File: src/rtl/core_pkg.sv
// Shared EX/MEM definitions: control bit positions, skid-buffer states, buffered entry layout.
// Entry widths are fixed by the constants below; ex_mem_stage parameters must match them.
package core_pkg;

    localparam int XLEN_DEF       = 32;
    localparam int REG_ADDR_W_DEF = 5;

    // Bit positions inside the 5-bit EX control word {reg_write, mem_read, mem_write, mem_to_reg, branch}
    localparam int CTRL_REG_WRITE  = 4;
    localparam int CTRL_MEM_READ   = 3;
    localparam int CTRL_MEM_WRITE  = 2;
    localparam int CTRL_MEM_TO_REG = 1;
    localparam int CTRL_BRANCH     = 0;

    typedef enum logic [1:0] {
        BUF_EMPTY = 2'd0,
        BUF_ONE   = 2'd1,
        BUF_FULL  = 2'd2
    } buf_state_e;

    typedef struct packed {
        logic [XLEN_DEF-1:0]       result;
        logic [XLEN_DEF-1:0]       store_data;
        logic [REG_ADDR_W_DEF-1:0] rd;
        logic [3:0]                ctrl;
    } exmem_entry_t;

    // Branches travel down the pipe as bubbles: no register, load or store side effects.
    function automatic logic [3:0] entry_ctrl(input logic [4:0] ctrl);
        if (ctrl[CTRL_BRANCH]) begin
            return {3'b000, ctrl[CTRL_MEM_TO_REG]};
        end
        return ctrl[4:1];
    endfunction

endpackage

File: src/rtl/ex_mem_stage_if.sv
// EX->MEM bus: EX-side beat with its handshake, MEM-side head entry with its handshake.
// slave is the stage's view, master is the surrounding pipeline's view.
interface ex_mem_stage_if #(
    parameter int XLEN     = 32,
    parameter int RegAddrW = 5
);
    logic                ex_valid;
    logic                ex_ready;
    logic [XLEN-1:0]     alu_result;
    logic                alu_zero;
    logic [XLEN-1:0]     store_data;
    logic [XLEN-1:0]     branch_target;
    logic [RegAddrW-1:0] rd;
    logic [4:0]          ctrl;

    logic                mem_valid;
    logic                mem_ready;
    logic [XLEN-1:0]     mem_result;
    logic [XLEN-1:0]     mem_store_data;
    logic [RegAddrW-1:0] mem_rd;
    logic [3:0]          mem_ctrl;

    modport master (
        output ex_valid, alu_result, alu_zero, store_data, branch_target, rd, ctrl, mem_ready,
        input  ex_ready, mem_valid, mem_result, mem_store_data, mem_rd, mem_ctrl
    );

    modport slave (
        input  ex_valid, alu_result, alu_zero, store_data, branch_target, rd, ctrl, mem_ready,
        output ex_ready, mem_valid, mem_result, mem_store_data, mem_rd, mem_ctrl
    );
endinterface

File: src/rtl/ex_mem_stage_skid_buf2.sv
// skid_buf2: generic 2-entry valid/ready buffer; flush empties it and drops a same-cycle push.
// Latency: 1 cycle into an empty or draining buffer. Backpressure: in_ready is registered (state != FULL).
module skid_buf2 import core_pkg::*; #(
    parameter type T = logic
) (
    input  logic clk,
    input  logic reset,
    input  logic flush,
    input  logic in_valid,
    output logic in_ready,
    input  T     in_data,
    output logic out_valid,
    input  logic out_ready,
    output T     out_data
);
    buf_state_e state_q, state_d;
    T           head_q, head_d;
    T           skid_q, skid_d;
    logic       in_ready_q, in_ready_d;
    logic       push, pop;

    assign out_valid = (state_q != BUF_EMPTY);
    assign out_data  = head_q;
    assign in_ready  = in_ready_q;
    assign push      = in_valid & in_ready_q & ~flush;
    assign pop       = out_valid & out_ready;

    always_comb begin
        state_d = state_q;
        head_d  = head_q;
        skid_d  = skid_q;
        case (state_q)
            BUF_EMPTY: if (push) begin
                state_d = BUF_ONE;
                head_d  = in_data;
            end
            BUF_ONE: begin
                if (push && !pop) begin
                    state_d = BUF_FULL;
                    skid_d  = in_data;
                end else if (!push && pop) begin
                    state_d = BUF_EMPTY;
                end else if (push && pop) begin
                    head_d  = in_data;
                end
            end
            BUF_FULL: if (pop) begin
                state_d = BUF_ONE;
                head_d  = skid_q;
            end
            default: state_d = BUF_EMPTY;
        endcase
        if (flush) begin
            state_d = BUF_EMPTY;
        end
        in_ready_d = (state_d != BUF_FULL);
    end

    always_ff @(posedge clk or posedge reset) begin
        if (reset) begin
            state_q    <= BUF_EMPTY;
            head_q     <= '0;
            skid_q     <= '0;
            in_ready_q <= 1'b1;
        end else begin
            state_q    <= state_d;
            head_q     <= head_d;
            skid_q     <= skid_d;
            in_ready_q <= in_ready_d;
        end
    end

endmodule

File: src/rtl/ex_mem_stage.sv
// EX->MEM stage: skid-buffered ALU results, branch resolution with wrong-path kill, MEM forwarding. Optional EXMEM_PERF_EN counters.
// Latency: 1 cycle when the buffer is empty or draining; branch_taken pulses the cycle after the branch is accepted.
// Backpressure: ex_ready is registered and drops only when both entries are occupied.
module ex_mem_stage import core_pkg::*; #(
    parameter int XLEN     = 32,
    parameter int RegAddrW = 5
) (
    input  logic                clk,
    input  logic                reset,
    ex_mem_stage_if.slave       bus,
    input  logic                flush,
    output logic                branch_taken,
    output logic [XLEN-1:0]     redirect_pc,
    output logic                fwd_en,
    output logic [RegAddrW-1:0] fwd_rd,
    output logic [XLEN-1:0]     fwd_data,
    output logic [31:0]         perf_stall_cnt,
    output logic [31:0]         perf_br_cnt
);
    exmem_entry_t    in_ent, head;
    logic            in_vld, in_rdy, out_vld, accept;
    logic            branch_taken_q, branch_taken_d;
    logic [XLEN-1:0] redirect_pc_q, redirect_pc_d;

    // The beat arriving while a redirect is out is on the wrong path; flush also drops it.
    assign in_vld = bus.ex_valid & ~branch_taken_q & ~flush;
    assign accept = in_vld & in_rdy;

    always_comb begin
        in_ent            = '0;
        in_ent.result     = bus.alu_result;
        in_ent.store_data = bus.store_data;
        in_ent.rd         = bus.rd;
        in_ent.ctrl       = entry_ctrl(bus.ctrl);
    end

    skid_buf2 #(.T(exmem_entry_t)) u_buf (
        .clk       (clk),
        .reset     (reset),
        .flush     (flush),
        .in_valid  (in_vld),
        .in_ready  (in_rdy),
        .in_data   (in_ent),
        .out_valid (out_vld),
        .out_ready (bus.mem_ready),
        .out_data  (head)
    );

    assign bus.ex_ready       = in_rdy;
    assign bus.mem_valid      = out_vld;
    assign bus.mem_result     = head.result;
    assign bus.mem_store_data = head.store_data;
    assign bus.mem_rd         = head.rd;
    assign bus.mem_ctrl       = head.ctrl;

    always_comb begin
        branch_taken_d = accept & bus.ctrl[CTRL_BRANCH] & bus.alu_zero;
        redirect_pc_d  = redirect_pc_q;
        if (accept && bus.ctrl[CTRL_BRANCH]) begin
            redirect_pc_d = bus.branch_target;
        end
    end

    always_ff @(posedge clk or posedge reset) begin
        if (reset) begin
            branch_taken_q <= 1'b0;
            redirect_pc_q  <= '0;
        end else begin
            branch_taken_q <= branch_taken_d;
            redirect_pc_q  <= redirect_pc_d;
        end
    end

    assign branch_taken = branch_taken_q;
    assign redirect_pc  = redirect_pc_q;
    assign fwd_en       = out_vld & head.ctrl[CTRL_REG_WRITE-1] & (head.rd != '0);
    assign fwd_rd       = head.rd;
    assign fwd_data     = head.result;

`ifdef EXMEM_PERF_EN
    logic [31:0] perf_stall_q, perf_stall_d;
    logic [31:0] perf_br_q, perf_br_d;

    always_comb begin
        perf_stall_d = perf_stall_q;
        perf_br_d    = perf_br_q;
        if (out_vld && !bus.mem_ready) begin
            perf_stall_d = perf_stall_q + 32'd1;
        end
        if (branch_taken_q) begin
            perf_br_d = perf_br_q + 32'd1;
        end
    end

    always_ff @(posedge clk or posedge reset) begin
        if (reset) begin
            perf_stall_q <= '0;
            perf_br_q    <= '0;
        end else begin
            perf_stall_q <= perf_stall_d;
            perf_br_q    <= perf_br_d;
        end
    end

    assign perf_stall_cnt = perf_stall_q;
    assign perf_br_cnt    = perf_br_q;
`else
    assign perf_stall_cnt = '0;
    assign perf_br_cnt    = '0;
`endif

endmodule

File: src/flat_wrapper.sv
// flat-port wrapper written by rule: the top's interface ports become plain ports
module ex_mem_stage_flat import core_pkg::*;
#(
    parameter int XLEN     = 32,
    parameter int RegAddrW = 5
)
  (clk, reset, flush, branch_taken, redirect_pc, fwd_en, fwd_rd, fwd_data, perf_stall_cnt, perf_br_cnt, bus_ex_valid, bus_alu_result, bus_alu_zero, bus_store_data, bus_branch_target, bus_rd, bus_ctrl, bus_mem_ready, bus_ex_ready, bus_mem_valid, bus_mem_result, bus_mem_store_data, bus_mem_rd, bus_mem_ctrl);
  ex_mem_stage_if #(.XLEN(XLEN), .RegAddrW(RegAddrW)) bus_i ();
  input  logic clk;
  input  logic reset;
  input  logic flush;
  output logic branch_taken;
  output logic [XLEN-1:0] redirect_pc;
  output logic fwd_en;
  output logic [RegAddrW-1:0] fwd_rd;
  output logic [XLEN-1:0] fwd_data;
  output logic [31:0] perf_stall_cnt;
  output logic [31:0] perf_br_cnt;
  input wire logic [$bits(bus_i.ex_valid)-1:0] bus_ex_valid;
  input wire logic [$bits(bus_i.alu_result)-1:0] bus_alu_result;
  input wire logic [$bits(bus_i.alu_zero)-1:0] bus_alu_zero;
  input wire logic [$bits(bus_i.store_data)-1:0] bus_store_data;
  input wire logic [$bits(bus_i.branch_target)-1:0] bus_branch_target;
  input wire logic [$bits(bus_i.rd)-1:0] bus_rd;
  input wire logic [$bits(bus_i.ctrl)-1:0] bus_ctrl;
  input wire logic [$bits(bus_i.mem_ready)-1:0] bus_mem_ready;
  output wire logic [$bits(bus_i.ex_ready)-1:0] bus_ex_ready;
  output wire logic [$bits(bus_i.mem_valid)-1:0] bus_mem_valid;
  output wire logic [$bits(bus_i.mem_result)-1:0] bus_mem_result;
  output wire logic [$bits(bus_i.mem_store_data)-1:0] bus_mem_store_data;
  output wire logic [$bits(bus_i.mem_rd)-1:0] bus_mem_rd;
  output wire logic [$bits(bus_i.mem_ctrl)-1:0] bus_mem_ctrl;
  assign bus_i.ex_valid = bus_ex_valid;
  assign bus_i.alu_result = bus_alu_result;
  assign bus_i.alu_zero = bus_alu_zero;
  assign bus_i.store_data = bus_store_data;
  assign bus_i.branch_target = bus_branch_target;
  assign bus_i.rd = bus_rd;
  assign bus_i.ctrl = bus_ctrl;
  assign bus_i.mem_ready = bus_mem_ready;
  assign bus_ex_ready = bus_i.ex_ready;
  assign bus_mem_valid = bus_i.mem_valid;
  assign bus_mem_result = bus_i.mem_result;
  assign bus_mem_store_data = bus_i.mem_store_data;
  assign bus_mem_rd = bus_i.mem_rd;
  assign bus_mem_ctrl = bus_i.mem_ctrl;
  ex_mem_stage #(.XLEN(XLEN), .RegAddrW(RegAddrW)) u_core (.clk(clk), .reset(reset), .bus(bus_i), .flush(flush), .branch_taken(branch_taken), .redirect_pc(redirect_pc), .fwd_en(fwd_en), .fwd_rd(fwd_rd), .fwd_data(fwd_data), .perf_stall_cnt(perf_stall_cnt), .perf_br_cnt(perf_br_cnt));
endmodule
File: config.mk
export PLATFORM = sky130hd
export DESIGN_NAME = ex_mem_stage_flat
export DESIGN_NICKNAME = d
export VERILOG_FILES = /design/src/rtl/core_pkg.sv /design/src/rtl/ex_mem_stage_if.sv /design/src/rtl/ex_mem_stage_skid_buf2.sv /design/src/rtl/ex_mem_stage.sv /design/src/flat_wrapper.sv
export SDC_FILE = /design/constraint.sdc
export NUM_CORES = 1
export LEC_CHECK = 0
export ABC_AREA = 0
export BUFFER_PORTS_ARGS = -buffer_cell sky130_fd_sc_hd__buf_2
export CORE_ASPECT_RATIO = 0.7
export CORE_MARGIN = 2
export CORE_UTILIZATION = 50
export CTS_CLUSTER_SIZE = 14
export DETAILED_ROUTE_END_ITERATION = 12
export PLACE_DENSITY = 0.81
export SLEW_MARGIN = 20
export SYNTH_ARGS = -nofsm -noshare
export SYNTH_HDL_FRONTEND = slang
export SYNTH_SLANG_ARGS = --single-unit
File: constraint.sdc
create_clock -name clk -period 8.5 [get_ports clk]
set_clock_uncertainty 0.05 [all_clocks]
set_input_delay 0.85 -clock clk [delete_from_list [all_inputs] [get_ports clk]]
set_output_delay 0.85 -clock clk [all_outputs]
set_load 0.02 [all_outputs]
# After elaboration in Yosys (flattened, before gate mapping)
# Cells that the tools add are included.
word_totals:
  register_bits: 182
  out_inout_bits: 210
  wordCells: 58
op_classes:
  bitwise: 11
  reduce_logical: 12
  n_eq_ne: 8
  mux: 15
ops:
  columns: ["operator", "n"]
  rows:
  - ["73-bit two-way mux", 5]
  - ["73-bit case mux with 3 select lines", 1]
  - ["2-bit inequality test, second input constant", 6]
  - ["2-bit two-way mux", 5]
  - ["1-bit bitwise AND", 9]
  - ["4-bit two-way mux", 2]
  - ["2-bit case mux with 3 select lines", 1]
  - ["6-bit AND reduction", 1]
  - ["5-bit nonzero test", 1]
  - ["1-bit logical AND", 4]
  - ["3-bit nonzero test", 1]
  - ["2-bit by 1-bit == test with 1-bit output, second input constant", 1]
  - ["2-bit == test, second input constant", 1]
  - ["1-bit logical NOT", 2]
  - ["2-bit logical NOT", 1]
  - ["1-bit NOT", 2]
  - ["2-bit AND reduction", 1]
  - ["2-bit nonzero test", 1]
  - ["1-bit two-way mux", 1]

# Logic depth before layout (Yosys ltp)
# Gate-level depths: netlist (run 1).
depth:
  ltp_word: 12
  mapped_depth: 6
  depth_no_buf: 3

# Cells and area by module
# From an unflattened synthesis (run 1), not the netlist that was laid out.
unflattened:
  cells_unflattened: 678
  hier_area_um2: 8294.2
by_module_without_submodules:
  columns: ["module", "n_inst", "cells_each", "area_each_um2", "seq_area_each_um2"]
  rows:
  - ["skid_buf2", 1, 498, 6102.1, 3729.8]
  - ["ex_mem_stage", 1, 180, 2192.1, 825.8]

# Worst setup path before layout (run 1)
# Ideal clock, no wire load.
synth_path:
  path_type: "register to output"
  startpoint: "register u_core.u_buf.head_q, in the netlist u_core.u_buf.out_data[5]"
  endpoint: "output fwd_en"
  stages_incl_launch_ff: 3
  slack_ns: 6.339
  required_time_ns: 7.600
  arrival_time_ns: 1.261
  path_buffers: 0
  cell_sequence: "dfrtp_1 or4_1 o211a_1"
synth_between:
  elab_chain_cells: 2
synth_lines:
  columns: ["element", "line_no", "source"]
  rows:
  - ["from (decl)", "ex_mem_stage_skid_buf2.sv:17", "T head_q, head_d;"]
  - ["from (signal assigned)", "ex_mem_stage_skid_buf2.sv:62", "head_q <= '0;"]
  - ["from (signal assigned)", "ex_mem_stage_skid_buf2.sv:67", "head_q <= head_d;"]
  - ["5-bit nonzero test", "ex_mem_stage.sv:76", "assign fwd_en = out_vld & head.ctrl[CTRL_REG_WRITE-1] & (head.rd != '0);"]
  - ["1-bit bitwise AND", "ex_mem_stage.sv:76", null]
  - ["to (decl)", "flat_wrapper.sv:14", "output logic fwd_en;"]
# No other way between the ends.

# Worst setup path after layout (run 1)
layout_path:
  startpoint: "register u_core.u_buf.state_q[0]"
  endpoint: "register u_core.u_buf.head_q, in the netlist u_core.u_buf.out_data[55]"
layout_between:
  elab_chain_cells: 6
layout_lines:
  columns: ["element", "line_no", "source"]
  rows:
  - ["from (decl)", "ex_mem_stage_skid_buf2.sv:16", "buf_state_e state_q, state_d;"]
  - ["from (signal assigned)", "ex_mem_stage_skid_buf2.sv:66", "state_q <= state_d;"]
  - ["2-bit nonzero test", "ex_mem_stage_skid_buf2.sv:22", "assign out_valid = (state_q != BUF_EMPTY);"]
  - ["1-bit bitwise AND", "ex_mem_stage_skid_buf2.sv:26", "assign pop = out_valid & out_ready;"]
  - ["1-bit logical NOT", "ex_mem_stage_skid_buf2.sv:38", "if (push && !pop) begin"]
  - ["1-bit logical AND", "ex_mem_stage_skid_buf2.sv:38", null]
  - ["2-bit inequality test (no source line)", null, null]
  - ["6-bit AND reduction (no source line)", null, null]
# Parallel ways exist; a longest one is shown, timed or not.
# A chain may end at the register's enable or synchronous reset.

==> results.sh, run 1 <==
export IMPL_status="complete, no violations"
export IMPL_hold_buffers=0
export IMPL_synth_fa_ha_area_frac=0
export IMPL_cts_made_buffers=17
export IMPL_routed_wl_um=17800
export IMPL_synth_simple_gate_area_frac=0.0126
export IMPL_synth_seq_area_share=0.520
export IMPL_antenna_found_initial=0
export IMPL_cts_resized=0
export IMPL_die_y_um=115
export IMPL_worstSkewPairLatency_ps=420
export IMPL_slew_viol_final=0
export IMPL_yosysUniqueCellTypes=25
export IMPL_cts_tree="yes"
export IMPL_setup_tns_ps=0
export IMPL_die_area_um2=18600
export IMPL_die_w_um=162
export IMPL_postSynthAreaPerCell_um2=14.9
export IMPL_power_density_nw_per_um2=281
export IMPL_ys_ff_latch=182
export IMPL_first_iter_violations=210
export IMPL_io_buffers=257
export IMPL_synth_top_family_by_area="multiplexers"
export IMPL_cts_sink_count=182
export IMPL_drive_above_1_share=0.674
export IMPL_worst_slew_pin_slew_ps=930
export IMPL_critPathArrivalTime_ps=3410
export IMPL_core_rowCount=40
export IMPL_vias=5028
export IMPL_grt_first_pass_wirelength_um=28000
export IMPL_ant_nets=0
export IMPL_postCtsSetupBuffers=0
export IMPL_vias_per_cell=4.80
export IMPL_setup_viol=0
export IMPL_synth_mux_area_frac=0.355
export IMPL_diodes=0
export IMPL_yosysWarnings=0
export IMPL_cts_root_buf="clkbuf_16"
export IMPL_cp_start_kind="flop"
export IMPL_maxCapViolCount=0
export IMPL_crit_chain="and2b_1 -> a32o_4 -> buf_4 -> mux2_2"
export IMPL_path_class="flop to flop"
export IMPL_min_path_type="flop to flop"
export IMPL_start_util=0.511
export IMPL_wl_per_cell_um=17.0
export IMPL_final_cell_mix="buf_2 (257), mux2_2 (181), dfrtp_1 (181), mux2_4 (70), conb_1 (64)"
export IMPL_slew_headroom=0.380
export IMPL_grt_use_total=0.194
export IMPL_crit_path_end_kind="flop"
export IMPL_fillers=1346
export IMPL_overflow=0
export IMPL_place_area_um2=9700
export IMPL_fin_crit_ps=3160
export IMPL_syn_inst=588
export IMPL_htree_levels=4
export IMPL_fmax_mhz=317
export IMPL_cts_buffer_depth=2
export IMPL_synth_compound_area_share=0.00385
export IMPL_grt_pass1_vias=5064
export IMPL_boundaryPins=322
export IMPL_hpwl_um=12300
export IMPL_clkTransAtPathRegs_ps=70
export IMPL_layout_commonest_cell="buf_2"
export IMPL_max_stage_delay_ps=740
export IMPL_grt_max_degree=119
export IMPL_critPathSlowestCell="buf_4"
export IMPL_crit_required_ps=8760
export IMPL_synth_xor_area_frac=0
export IMPL_place_gp_congestion=0.720
export IMPL_design_area_um2=10300
export IMPL_irDropWorstVdd_uv=155
export IMPL_rsz0062_at_grt="false"
export IMPL_min_period_over_period=0.371
export IMPL_finalHoldViolCount=0
export IMPL_syn_area_um2=8770
export IMPL_leakage_nw=5.14
export IMPL_nets=915
export IMPL_core_area_um2=17200
export IMPL_first_pass_iters=4
export IMPL_syn_to_final_growth_pct=17.7
export IMPL_crit_fanout=41
export IMPL_drcViolationCount=0
## where the power goes
| group | leakage [nW] | total [mW] | internal (mW) | switching, mW |
|---|---|---|---|---|
| logic | 2.66 | 0.831 | 0.393 | 0.438 |
| clock network | 0.291 | 0.823 | 0.460 | 0.363 |
| registers | 2.19 | 1.25 | 1.11 | 0.140 |
| total | 5.14 | 2.90 | 1.96 | 0.940 |
## final cells by class
type                            count  area, um^2  share of cell area
Timing Repair Buffer              261        1320               0.128
Sequential cell                   182        4560               0.441
Tap cell                          231         289              0.0280
Inverter                            3        18.8             0.00182
Clock inverter                     13         166              0.0161
Multi-Input combinational cell    338        3520               0.341
Clock buffer                       19         453              0.0439
## registers in the layout, summed over array words and instances (netlist names)
register / cells
u_core.u_buf.out_data: 73
u_core.u_buf.skid_q: 73
u_core.branch_taken: 1
u_core.redirect_pc: 32
u_core.u_buf.in_ready: 1
u_core.u_buf.state_q: 2
## cells in the mapped netlist (all sizes together)
cell | number | share of area
nor2b | 5 | 0.0036
or2 | 1 | 0.00071
and2b | 1 | 0.00086
inv | 3 | 0.0013
o211a | 1 | 0.0011
or4 | 1 | 0.00086
conb | 1 | 0.00043
dfrtp | 181 | 0.52
and3b | 1 | 0.0010
nor3 | 1 | 0.00057
nand3b | 1 | 0.00086
dfstp | 1 | 0.0030
o32ai | 1 | 0.0010
mux2i | 2 | 0.0023
a21oi | 1 | 0.00057
nor2 | 2 | 0.00086
nand2b | 2 | 0.0014
nand3 | 1 | 0.0011
or3 | 1 | 0.00071
buf | 128 | 0.11
mux2 | 251 | 0.35
a32o | 1 | 0.0011
## critical path: cells and delay by family (launching register included)
| family | cells | cell delay [ps] |
|---|---|---|
| DFF | 1 | 440 |
| AOI/OAI and AO/OA | 1 | 690 |
| and+or+nand+nor | 1 | 640 |
| muxes | 1 | 420 |
| buffers and inverters | 1 | 740 |
## worst paths after layout
| path | start | end | slack (ps) | cells past startpoint |
|---|---|---|---|---|
| max | u_core.u_buf.state_q[0] | u_core.u_buf.out_data[55] | 5340 | 4 |
| min | u_core.redirect_pc[17] | u_core.redirect_pc[17] | 450 | 1 |
| max reg2reg | u_core.u_buf.state_q[0] | u_core.u_buf.out_data[55] | 5340 | 4 |
| min reg2reg | u_core.redirect_pc[17] | u_core.redirect_pc[17] | 450 | 1 |
| max in group asynchronous | reset | u_core.u_buf.skid_q[40] | 6490 | 3 |
| min in group asynchronous | reset | u_core.u_buf.out_data[44] | 540 | 2 |
## kinds of logic after synthesis
family | Yosys count
mux | 253
flops | 182
buf+inv | 131
simple gates | 17
compound gates | 4
other cells | 1
## per-layer routing
layer	GRT usage	vias up	routed length, um	share of wire
met5	0	-	0	0
met4	0.0490	0	184	0.010
met3	0.0624	18	1270	0.071
met2	0.310	185	8290	0.47
met1	0.262	2524	8070	0.45
li1	-	2301	-	-
## stage by stage
| stage | total power [mW] | utilization | hold WS [ps] | setup slack, ps | std cells |
|---|---|---|---|---|---|
| after detailed placement | 2.10 | 0.565 | 437 | 5090 | 1015 |
| after global placement | 2.07 | 0.565 | 431 | 5130 | 1015 |
| after global routing | 3.05 | 0.601 | 459 | 5170 | 1047 |
| after CTS | 2.94 | 0.601 | 453 | 5300 | 1047 |
| after floorplan | 1.90 | - | 424 | 2660 | 651 |
| final | 2.90 | 0.601 | 451 | 5340 | 1047 |
Power figures use the tool's default switching activity.
==> inputs of run 2 (changes only) <==
==> constraint.sdc (replaced) <==
create_clock -name clk -period 3.3 [get_ports clk]
set_clock_uncertainty 0.05 [all_clocks]
set_input_delay 0.33 -clock clk [delete_from_list [all_inputs] [get_ports clk]]
set_output_delay 0.33 -clock clk [all_outputs]
set_load 0.02 [all_outputs]
==> results.sh, run 2 (same netlist as run 1, synthesis figures left out) <==
export IMPL_boundaryPins=322
export IMPL_highest_layer="met4"
export IMPL_whs_ps=5.93
export IMPL_cts_root_buf="clkbuf_16"
export IMPL_path_class="flop to flop"
export IMPL_wl_met1_um=7660
export IMPL_hold_buffers=0
export IMPL_dp_slack_ps=938
export IMPL_die_area_um2=18600
export IMPL_crit_path_end_kind="flop"
export IMPL_setup_tns_ps=0
export IMPL_nets=918
export IMPL_clkTransAtPathRegs_ps=70
export IMPL_rsz0062_at_grt="false"
export IMPL_final_cell_mix="buf_2 (257), mux2_2 (181), dfrtp_1 (181), mux2_4 (70), conb_1 (64)"
export IMPL_cts_sink_count=182
export IMPL_min_path_type="input port to asynchronous set/reset pin"
export IMPL_dr_wl_met3_um=1250
export IMPL_die_y_um=115
export IMPL_place_gp_congestion=0.714
export IMPL_post_route_util=0.604
export IMPL_grt_use_total=0.193
export IMPL_cts_made_buffers=17
export IMPL_grt_first_pass_wirelength_um=27700
export IMPL_antenna_found_initial=0
export IMPL_vias_per_cell=4.83
export IMPL_critPathArrivalTime_ps=2620
export IMPL_status="complete, no violations"
export IMPL_maxCapViolCount=0
export IMPL_fin_crit_ps=2360
export IMPL_first_pass_iters=4
export IMPL_crit_fanout=20
export IMPL_irDropWorstVdd_uv=365
export IMPL_io_buffers=257
export IMPL_cts_buffer_depth=2
export IMPL_die_w_um=162
export IMPL_htree_levels=4
export IMPL_grt_max_degree=95
export IMPL_vias=5070
export IMPL_max_stage_delay_ps=530
export IMPL_setup_viol=0
export IMPL_core_area_um2=17200
export IMPL_cp_start_kind="flop"
export IMPL_wl_per_cell_um=16.8
export IMPL_start_util=0.511
export IMPL_wl_met2_um=8530
export IMPL_worstSkewPairLatency_ps=420
export IMPL_fin_ws_ps=940
export IMPL_crit_required_ps=3560
export IMPL_leakage_nw=5.16
export IMPL_power_density_nw_per_um2=721
export IMPL_layout_commonest_cell="buf_2"
export IMPL_dpl_cell_count=1018
export IMPL_worst_slew_pin_slew_ps=923
export IMPL_fillers=1371
export IMPL_postCtsSetupBuffers=0
export IMPL_core_rowCount=40
export IMPL_slew_viol_final=0
export IMPL_first_iter_violations=212
export IMPL_drcViolationCount=0
export IMPL_min_period_over_period=0.715
export IMPL_diodes=0
export IMPL_syn_to_final_growth_pct=18.3
export IMPL_overflow=0
export IMPL_multi_input_area_um2=3520
export IMPL_hpwl_um=12200
export IMPL_drive_above_1_share=0.673
export IMPL_crit_chain="and3b_1 -> a32o_4 -> buf_4 -> mux2_4"
export IMPL_finalHoldViolCount=0
export IMPL_critPathSlowestCell="dfstp_2"
export IMPL_grt_pass1_vias=5142
export IMPL_regArea_um2=4560
export IMPL_fmax_mhz=424
export IMPL_stdcell_count=1050
export IMPL_cts_resized=0
export IMPL_ant_nets=0
export IMPL_routed_wl_um=17700
export IMPL_slew_headroom=0.384
export IMPL_cts_tree="yes"
-- run 2: cell count changes in the layout (fill, tap and decap cells not counted) --
| cell | previous run | this run |
|---|---|---|
| clkinv_2 | 0 | 2 |
| clkinv_8 | 1 | 0 |
| buf_12 | 0 | 4 |
| buf_4 | 4 | 3 |
| bufinv_16 | 2 | 3 |
| inv_6 | 2 | 3 |
| clkbuf_8 | 2 | 0 |
| inv_8 | 4 | 1 |
| clkbuf_1 | 0 | 2 |
-- run 2: final timing paths --
kind,start,slack (ps),cells past startpoint,to
setup / recovery,u_core.u_buf.in_ready,940,4,u_core.u_buf.out_data[37]
hold / removal,reset,6,3,u_core.redirect_pc[29]
setup reg to reg,u_core.u_buf.in_ready,940,4,u_core.u_buf.out_data[37]
hold reg to reg,u_core.redirect_pc[8],450,1,u_core.redirect_pc[8]
max in group asynchronous,reset,2770,3,u_core.u_buf.out_data[7]
min in group clk,flush,80,2,u_core.u_buf.state_q[1]
-- run 2: final cells by class --
type                    count  area share
clock buffers              19      0.0417
clock inverters            13      0.0163
inverters                   3     0.00145
multi-input cells         338       0.339
flip-flops and latches    182       0.439
well taps                 231      0.0279
repair buffers            264       0.134
-- run 2: report_power, final --
group | switching [mW] | internal (mW) | leakage (nW)
sequential | 0.366 | 2.86 | 2.19
clock | 0.900 | 1.20 | 0.286
combinational | 1.13 | 1.02 | 2.68
-- run 2: stage by stage --
stage / total power [mW] / cell area (um^2)
CTS: 7.55 / 10400
finish: 7.47 / 10400
floorplan: 4.90 / 9010
global route: 7.86 / 10400
global placement: 5.34 / 9770
detailed placement: 5.43 / 9770
-- run 2: worst max-delay path, delay by kind of cell, from the launching register on --
family          cells  cell delay [ps]
mux                 1              330
compound gates      1              530
buf+inv             1              430
simple gates        1              340
flops               1              530
-- run 2: layer usage --
layer | up-vias | track usage
met5 | - | 0
met4 | 0 | 0.0466
met3 | 17 | 0.0678
met2 | 186 | 0.315
met1 | 2560 | 0.251
li1 | 2307 | -
==> inputs of run 3 (changes only) <==
--- a/config.mk
+++ b/config.mk
@@ -5,14 +5,14 @@
 export SDC_FILE = /design/constraint.sdc
 export NUM_CORES = 1
 export LEC_CHECK = 0
-export ABC_AREA = 0
+export ABC_AREA = 1
 export BUFFER_PORTS_ARGS = -buffer_cell sky130_fd_sc_hd__buf_2
 export CORE_ASPECT_RATIO = 0.7
 export CORE_MARGIN = 2
-export CORE_UTILIZATION = 50
+export CORE_UTILIZATION = 46
 export CTS_CLUSTER_SIZE = 14
 export DETAILED_ROUTE_END_ITERATION = 12
-export PLACE_DENSITY = 0.81
+export PLACE_DENSITY = 0.78
 export SLEW_MARGIN = 20
 export SYNTH_ARGS = -nofsm -noshare
 export SYNTH_HDL_FRONTEND = slang
==> constraint.sdc (replaced) <==
create_clock -name clk -period 2.12 [get_ports clk]
set_clock_uncertainty 0.05 [all_clocks]
set_input_delay 0.212 -clock clk [delete_from_list [all_inputs] [get_ports clk]]
set_output_delay 0.212 -clock clk [all_outputs]
set_load 0.02 [all_outputs]
==> results.sh, run 3 <==
export IMPL_synth_area_leader_cell="dfrtp_1"
export IMPL_io_buffers=257
export IMPL_routed_wl_um=24800
export IMPL_cts_made_buffers=17
export IMPL_finalHoldViolCount=0
export IMPL_fillers=1771
export IMPL_htree_levels=4
export IMPL_yosysUniqueCellTypes=17
export IMPL_clkTransAtPathRegs_ps=70
export IMPL_antenna_found_initial=0
export IMPL_postSynthAreaPerCell_um2=7.90
export IMPL_syn_area_um2=9140
export IMPL_cts_sink_count=182
export IMPL_crit_start="u_core.u_buf.out_data[4]"
export IMPL_synthTopCellsByCount="nand2_1 (585), dfrtp_1 (181), buf_4 (130)"
export IMPL_slew_headroom=0.593
export IMPL_cts_resized=0
export IMPL_die_y_um=122
export IMPL_cp_depth=5
export IMPL_min_period_over_period=0.824
export IMPL_first_pass_iters=7
export IMPL_design_area_um2=11200
export IMPL_drcViolationCount=0
export IMPL_drive_above_1_share=0.228
export IMPL_ant_nets=0
export IMPL_leakage_nw=6.47
export IMPL_fin_crit_ps=1750
export IMPL_boundaryPins=322
export IMPL_synth_edf_count=0
export IMPL_place_area_um2=10000
export IMPL_worst_slew_pin_slew_ps=610
export IMPL_cts_root_buf="clkbuf_16"
export IMPL_post_route_util=0.569
export IMPL_wl_per_cell_um=14.8
export IMPL_crit_fanout=4
export IMPL_setup_viol=0
export IMPL_fmax_mhz=573
export IMPL_crit_end="fwd_en"
export IMPL_grt_use_total=0.237
export IMPL_hpwl_um=15500
export IMPL_syn_to_final_growth_pct=22.2
export IMPL_rsz0062_at_grt="false"
export IMPL_status="complete, no violations"
export IMPL_slew_viol_final=0
export IMPL_core_area_um2=19600
export IMPL_synth_seq_area_share=0.498
export IMPL_r2r_end="u_core.u_buf.out_data[37]"
export IMPL_fin_ws_ps=374
export IMPL_crit_required_ps=1860
export IMPL_cts_buffer_depth=2
export IMPL_hp_start="bus_store_data[1]"
export IMPL_die_area_um2=21000
export IMPL_synth_ff_type="dfrtp_1"
export IMPL_syn_inst=1158
export IMPL_rr_worst_depth=6
export IMPL_overflow=0
export IMPL_core_rowCount=43
export IMPL_synth_area_leaders="dfrtp_1 (50%), nand2_1 (24%), buf_4 (11%)"
export IMPL_synth_top_cell_area_share=0.495
export IMPL_irDropWorstVdd_uv=505
export IMPL_yosysMostFrequentCell="nand2_1"
export IMPL_diodes=0
export IMPL_layout_commonest_cell="nand2_1"
export IMPL_crit_path_end_kind="primary output"
export IMPL_ys_ff_latch=182
export IMPL_power_density_nw_per_um2=965
export IMPL_vias_per_cell=4.99
export IMPL_setup_tns_ps=0
export IMPL_path_class="flop to primary output"
export IMPL_final_cell_mix="nand2_1 (582), buf_2 (257), dfrtp_1 (181), nand3_1 (107), nand4_1 (73)"
export IMPL_critPathSlowestCell="dfrtp_1"
export IMPL_r2r_slack_ps=430
export IMPL_yosysWarnings=0
export IMPL_maxCapViolCount=0
export IMPL_start_util=0.466
export IMPL_cp_start_kind="flop"
export IMPL_crit_chain="nor2_1 -> nand2_1 -> nand3_1 -> inv_1 -> buf_2"
export IMPL_timing_rr_start="u_core.u_buf.state_q[1]"
export IMPL_grt_max_degree=90
export IMPL_cts_tree="yes"
export IMPL_dp_slack_ps=427
export IMPL_crit_family="flip-flops"
export IMPL_min_path_type="input port to flop"
export IMPL_grt_pass1_vias=7854
export IMPL_grt_first_pass_wirelength_um=40000
export IMPL_place_gp_congestion=0.770
export IMPL_nets=1505
export IMPL_crit_buf_inv=2
export IMPL_first_iter_violations=669
export IMPL_async_reset_ff_frac=1.00
export IMPL_critPathArrivalTime_ps=1480
export IMPL_max_stage_delay_ps=460
export IMPL_die_w_um=173
export IMPL_whs_ps=15.8
export IMPL_vias=8360
export IMPL_worstSkewPairLatency_ps=420
run 3: cell count changes after synthesis, moves of 8 or more:
| cell | change |
|---|---|
| buf_2 | +19 |
| buf_4 | +29 |
| inv_1 | +8 |
| mux2_2 | -181 |
| mux2_4 | -70 |
| nand2_1 | +585 |
| nand3_1 | +107 |
| nand4_1 | +73 |
run 3: worst register-to-register path, stage by stage, from the launching register on:
cell,delay (ps)
dfrtp_1,430
inv_2,290
nand2_2,140
nand2_2,270
buf_12,270
nand2_1,120
nand2_1,60
run 3: layer usage:
metal	track usage	up-vias	part of all wire
li1	-	3980	-
met1	0.318	3981	0.44
met2	0.389	363	0.48
met3	0.0449	36	0.071
met4	0.0807	0	0.018
met5	0	-	0
run 3: metrics by stage:
stage	total power [mW]	std cells
finish	10.8	1676
global route	11.4	1676
CTS	10.8	1676
detailed placement	7.56	1588
global placement	7.49	1588
floorplan	6.83	1221
run 3: repair_timing:
action / 4_1_cts / 5_1_grt
endpoints found under the hold margin: 236 / 0
setup buffers: 0 / 0
hold buffers: 56 / 0
run 3: cells by family (layout without fill, tap and decap cells):
kind of cell / count (synthesis) / count (layout) / synth area share
flip-flops: 182 / 182 / 0.498
AND/OR/NAND/NOR: 777 / 777 / 0.355
other: 1 / 64 / 0.000410
AO/OA/AOI/OAI: 2 / 2 / 0.00109
buffers and inverters: 196 / 381 / 0.145
run 3: worst min-delay path by stage:
stage	to	slack (ps)	cells past startpoint
2_1_floorplan	u_core.u_buf.state_q[0]	230	1
3_3_place_gp	u_core.u_buf.out_data[64]	330	3
3_5_place_dp	u_core.u_buf.out_data[64]	320	3
4_1_cts	u_core.u_buf.skid_q[54]	1	3
5_1_grt	u_core.u_buf.skid_q[68]	5	3
6_report	u_core.u_buf.skid_q[10]	20	3
run 3: cell type report:
type                            instances  area [um^2]  share of cell area
Clock buffer                           22          464              0.0416
Clock inverter                         10          120              0.0108
Inverter                               15         61.3             0.00549
Multi-Input combinational cell        843         3530               0.316
Sequential cell                       182         4560               0.408
Tap cell                              270          338              0.0302
Timing Repair Buffer                  334         2100               0.188
run 3: report_power, final:
| group | switching, mW | internal (mW) | total (mW) |
|---|---|---|---|
| clock network | 1.37 | 1.81 | 3.19 |
| logic | 1.91 | 0.948 | 2.86 |
| registers | 0.495 | 4.24 | 4.73 |
| total | 3.78 | 7.00 | 10.8 |
